### config.mk
export PLATFORM = sky130hd
export DESIGN_NAME = fc_layer_sequencer
export DESIGN_NICKNAME = d
export VERILOG_FILES = /design/src/rtl/fc_layer_sequencer.sv
export SDC_FILE = /design/constraint.sdc
export NUM_CORES = 1
export LEC_CHECK = 0
export CORE_MARGIN = 2
export CORE_UTILIZATION = 41
export DETAILED_ROUTE_END_ITERATION = 10
export PLACE_DENSITY = 0.67
export SKIP_CTS_REPAIR_TIMING = 1
export SYNTH_ARGS = -nofsm -noshare
export SYNTH_HDL_FRONTEND = slang
export SYNTH_SLANG_ARGS = --single-unit
### constraint.sdc
create_clock -name clk -period 16.62 [get_ports clk]
set_input_delay 3.324 -clock clk [delete_from_list [all_inputs] [get_ports clk]]
set_output_delay 3.324 -clock clk [all_outputs]
set_load 0.02 [all_outputs]
### src/rtl/fc_layer_sequencer.sv
// Fully-connected layer sequencer: issues activations to the layer,
// captures its grouped results and streams them out over valid/ready.
module fc_layer_sequencer #(
    parameter int N_IN      = 100,
    parameter int DW        = 18,
    parameter int LANES     = 16,
    parameter int GROUPS    = 4,
    parameter int ISSUE_GAP = 5,
    parameter int RES_LAT   = 1
) (
    input  logic                clk,
    input  logic                rst_n,
    input  logic                go,
    input  logic                abort,
    output logic                in_rd_en,
    output logic [6:0]          in_addr,
    input  logic [DW-1:0]       in_data,
    output logic                strt,
    output logic [DW-1:0]       din,
    input  logic                rdy,
    input  logic [LANES*DW-1:0] res_data,
    output logic                tx_done,
    output logic                out_valid,
    input  logic                out_ready,
    output logic [DW-1:0]       out_data,
    output logic [5:0]          out_idx,
    output logic                busy,
    output logic                done
);

    localparam int NRES = LANES * GROUPS;
    localparam int IW   = $clog2(NRES);
    localparam int LW   = $clog2(LANES);
    localparam int GW   = $clog2(GROUPS);
    localparam int CW   = 8;

    localparam logic [CW-1:0] GAP_INIT  = CW'(ISSUE_GAP - 2);
    localparam logic [CW-1:0] CAP_FIRST = CW'(RES_LAT - 1);
    localparam logic [CW-1:0] CAP_LAST  = CW'(RES_LAT + GROUPS - 2);
    localparam logic [6:0]    K_LAST    = 7'(N_IN - 1);
    localparam logic [IW-1:0] IDX_LAST  = IW'(NRES - 1);

    typedef enum logic [2:0] {
        IDLE, PRIME, ISSUE, GAP, WAIT_RDY, CAPTURE, DRAIN, DONE
    } state_t;

    state_t        state;
    state_t        nxt;
    logic [6:0]    k;
    logic [CW-1:0] cnt;
    logic [CW-1:0] cap_ofs;
    logic [IW-1:0] idx;
    logic          aborted;
    logic          abort_hit;
    logic          cap_en;
    logic [GW-1:0] grp;
    logic [DW-1:0] din_r;
    logic [DW-1:0] mem [NRES];

    assign abort_hit = abort && (state != IDLE) && (state != DONE);
    assign cap_ofs   = cnt - CAP_FIRST;
    assign grp       = cap_ofs[GW-1:0];
    assign cap_en    = (state == CAPTURE) && ((cnt + CW'(1)) > CAP_FIRST);
    assign din       = din_r;

    // State register
    always_ff @(posedge clk or negedge rst_n) begin
        if (!rst_n) state <= IDLE;
        else        state <= nxt;
    end

    // Next-state logic; abort overrides every busy state
    always_comb begin
        nxt = state;
        unique case (state)
            IDLE:     if (go && !abort) nxt = PRIME;
            PRIME:    nxt = ISSUE;
            ISSUE:    nxt = (k == K_LAST) ? WAIT_RDY : GAP;
            GAP:      if (cnt == '0) nxt = ISSUE;
            WAIT_RDY: if (rdy) nxt = CAPTURE;
            CAPTURE:  if (cnt == CAP_LAST) nxt = DRAIN;
            DRAIN:    if (out_ready && idx == IDX_LAST) nxt = DONE;
            DONE:     nxt = IDLE;
            default:  nxt = IDLE;
        endcase
        if (abort_hit) nxt = DONE;
    end

    // Output decode; strobes are suppressed in an abort cycle
    always_comb begin
        in_rd_en  = 1'b0;
        in_addr   = '0;
        strt      = 1'b0;
        tx_done   = 1'b0;
        done      = 1'b0;
        out_valid = 1'b0;
        out_data  = '0;
        out_idx   = '0;
        busy      = (state != IDLE);
        unique case (state)
            PRIME: in_rd_en = !abort;
            ISSUE: strt = !abort;
            GAP: begin
                if (cnt == '0 && !abort) begin
                    in_rd_en = 1'b1;
                    in_addr  = k + 7'd1;
                end
            end
            DRAIN: begin
                if (!abort) begin
                    out_valid = 1'b1;
                    out_data  = mem[idx];
                    out_idx   = idx;
                end
            end
            DONE: begin
                tx_done = 1'b1;
                done    = !aborted;
            end
            default: ;
        endcase
    end

    // Activation index, cadence/capture counter, drain index, din register
    always_ff @(posedge clk or negedge rst_n) begin
        if (!rst_n) begin
            k       <= '0;
            cnt     <= '0;
            idx     <= '0;
            aborted <= 1'b0;
            din_r   <= '0;
        end else begin
            aborted <= abort_hit;
            unique case (state)
                IDLE: k <= '0;
                ISSUE: begin
                    if (!abort) din_r <= in_data;
                    cnt <= GAP_INIT;
                end
                GAP: begin
                    if (cnt != '0) begin
                        cnt <= cnt - CW'(1);
                    end else if (!abort) begin
                        k <= k + 7'd1;
                    end
                end
                WAIT_RDY: cnt <= '0;
                CAPTURE: begin
                    cnt <= cnt + CW'(1);
                    idx <= '0;
                end
                DRAIN: if (out_ready && !abort) idx <= idx + IW'(1);
                DONE: k <= '0;
                default: ;
            endcase
        end
    end

    // Result buffer: one group of lanes written per capture cycle
    always_ff @(posedge clk) begin
        if (cap_en) begin
            for (int l = 0; l < LANES; l++) begin
                mem[{grp, LW'(l)}] <= res_data[l*DW +: DW];
            end
        end
    end

endmodule

==> summary.txt <==
Run status
  – Status: finished clean

Power and ir drop
  – Leakage: 17.1 nW
  – Total power: 8.42 mW
  – Pwr dens: 151 mW/mm^2
  – Max VDD drop: 0.0925 mV

Placed design
  – Setup WS pre-CTS: 5850 ps
  – Placer Congestion: 0.809
  – DP Wirelength: 73.5 mm
  – Port Buffers: 366

Cells and area
  – Most common cell after layout, fill and taps aside: edfxtp_1
  – Layout area overhead: 19.5%
  – Fill cell count: 8947
  – Layout Nets: 2883
  – Commonest cells after routing, fill and taps aside: edfxtp_1, clkdlybuf4s50_1, mux4_2, clkbuf_16, mux2i_1
  – Layout cell share with drive strength beyond 1: 0.194

Detailed routing
  – DR DRC count: 0
  – Via count: 23400
  – Pre-antenna DRT Iters: 6
  – Final WL: 113 mm
  – DR WL/cell: 27.1 um
  – Vias/cell: 5.59
  – Drt first-iter violations: 2596
  – Post-route ant nets: 0

Setup path
  – Critical Path End Type: primary output
  – Crit-path most repeated cell: clkdlybuf4s50_1
  – Worst R2R Setup Slack: 10970 ps
  – Slowest cell delay on critical path: 1030 ps
  – Cell Chain, Critical Path: clkdlybuf4s50_1, nor4bb_2, nor2b_4, o221ai_1, o31ai_1, clkdlybuf4s50_1
  – RR Startpoint: state[2]
  – CP bufs+invs: 2
  – Worst-path fanout max: 18
  – Required @ worst endpoint: 13300 ps
  – Setup crit start kind: input port
  – Worst flop-to-flop path endpoint: mem[32][2]
  – Worst Reg-to-Reg Cells: 6
  – Crit-path slowest cell: nor2b_4
  – Critical path's top delay family: simple AND/OR/NAND/NOR gates
  – CP arrival: 7560 ps
  – Setup Crit Path Kind: in -> out

STA
  – Worst-Margin Slew: 1370 ps
  – Fin. max-slew vios: 0
  – Setup slack after layout: 5730 ps
  – Final Hold Violating Endpoints: 0
  – Setup TNS: 0 ps
  – FMAX: 91.8 MHz
  – Setup Viol. Count Final: 0
  – Slew HR: 0.0849
  – Unrepaired setup endpoints after global routing: false
  – Min Tclk post-route: 10890 ps
  – Final Cycle Share: 0.655
  – Tightest hold margin: 503 ps
  – Worst Skew: 33.2 ps

Global routing
  – Grt total ovfl: 0
  – Met2 Use GR: 0.314
  – GR Util met1: 0.258
  – Vias in the first global route: 24300
  – Largest net degree at the start of global routing: 186
  – Global-route met3 utilization: 0.0526
  – Busiest layer in global routing: met2
  – Antenna violations before repair: 38
  – Gr usage total: 0.194
  – First-pass GRT wire length: 165 mm

Min path
  – Worst Hold Path EP: din[3]
  – Hold Crit Class: reg -> reg
  – Worst hold stages: 1
  – Hold Path Origin: din[3]

Flow run
  – Max-Cap Viols: 0

Synthesis
  – Cells after synthesis: 2168
  – Post-synth ARST share: 0.0360
  – Netlist cell types: 65
  – Synth warnings: 0
  – Mapped Avg Cell Area: 21.5 sq um
  – Sequential fraction of the synthesis area: 0.764
  – Number of synthesized flops with an enable pin: 1152
  – Cell Area, Synth: 0.0467 sq mm
  – #FFs+latches synth: 1195
  – Synth Net Count: 2487
  – Synth Flop Type: edfxtp_1

Floorplan
  – Core area: 0.113 sq mm
  – Row cnt: 123
  – Top Ports: 367
  – Die Wd: 341 um
  – Overall die area: 0.117 sq mm
  – Chip height: 341 um
  – Starting density of the core: 0.414

Clock tree
  – Root buf cell: clkbuf_16
  – Later-pin clock latency in the skew report: 720 ps
  – CTS tree: yes
  – CTS Buf Count: 119
  – CTS clk-pin slew, worst paths: 60 ps
  – CTS Sinks: 1195
  – Longest Clk Path Bufs: 3
  – CTS H-tree depth: 3
-- power by group --
group	switching, mW	total, mW	internal, mW
logic	0.995	1.88	0.880
registers	0.181	3.85	3.66
clock network	1.14	2.70	1.57
total	2.31	8.42	6.11
-- final cells by class --
cell class,instances,area (sq um),area share
flip-flops and latches,1195,35700,0.640
multi-input cells,840,10200,0.183
repair buffers,400,3960,0.0711
clock buffers,133,3030,0.0543
well taps,1500,1880,0.0337
clock inverters,87,937,0.0168
diodes,14,35.0,0.000628
inverters,8,30.0,0.000538
-- through the flow --
step,cell area [sq um],std cells,utilization
4_1_cts,55700,4163,0.495
3_5_place_dp,51800,3943,0.460
5_1_grt,55800,4173,0.495
6_report,55800,4177,0.495
3_3_place_gp,51800,3943,0.460
2_1_floorplan,46700,2168,-
-- how the worst max path moves through the flow --
stage	startpoint	endpoint	depth (start not counted)
floorplan	abort	out_data[15]	8
global placement	abort	out_data[5]	6
detailed placement	abort	out_data[5]	6
CTS	abort	out_data[5]	6
global route	abort	out_data[5]	6
finish	abort	out_data[5]	6
-- state kept, by name, summed over array words and instances (netlist names) --
name	cells
mem	1152
din	18
idx	6
cnt	8
aborted	1
k	7
state	3
-- cells by family (layout without fill, tap and decap cells) --
family	Yosys count	in the layout	synth area share
AO/OA/AOI/OAI	231	231	0.0336
XOR/XNOR	12	12	0.00225
adder cells (fa/ha/maj)	7	7	0.00188
buffers and inverters	133	628	0.0181
flip-flops	1195	1195	0.764
multiplexers	388	388	0.157
other	0	14	0
AND/OR/NAND/NOR	202	202	0.0227
-- synthesized netlist by cell type (all sizes together) (12+ instances only) --
master  count  area [sq um]
buf        93           688
or3        12          75.1
edfxtp   1152         34600
nor3       12          60.1
o22ai      42           263
nor2b      12          75.1
clkbuf     32           125
o21ai      37           185
nand3      19          95.1
a21oi      31           155
mux2       25           282
nand2b     24           150
mux4      270          6130
dfrtp      43          1080
a31oi      13          81.3
mux2i      93           931
nor2       42           165
and2       14          87.6
nand2      43           161
a22oi      31           233
-- metal layers --
layer	vias to the layer above	share of wire
met1	12200	0.40
met2	922	0.49
li1	9966	-
met4	34	0.020
met5	-	0.0020
met3	188	0.086
-- worst reg2reg max path, stage by stage (launching register included) --
cell and delay [ps]:
dfrtp_1 900, nand3b_1 560, a31oi_1 500, and2_4 670
buf_4 770, buf_4 970, buf_4 890
Note: power is estimated with default switching activity, not from simulation.
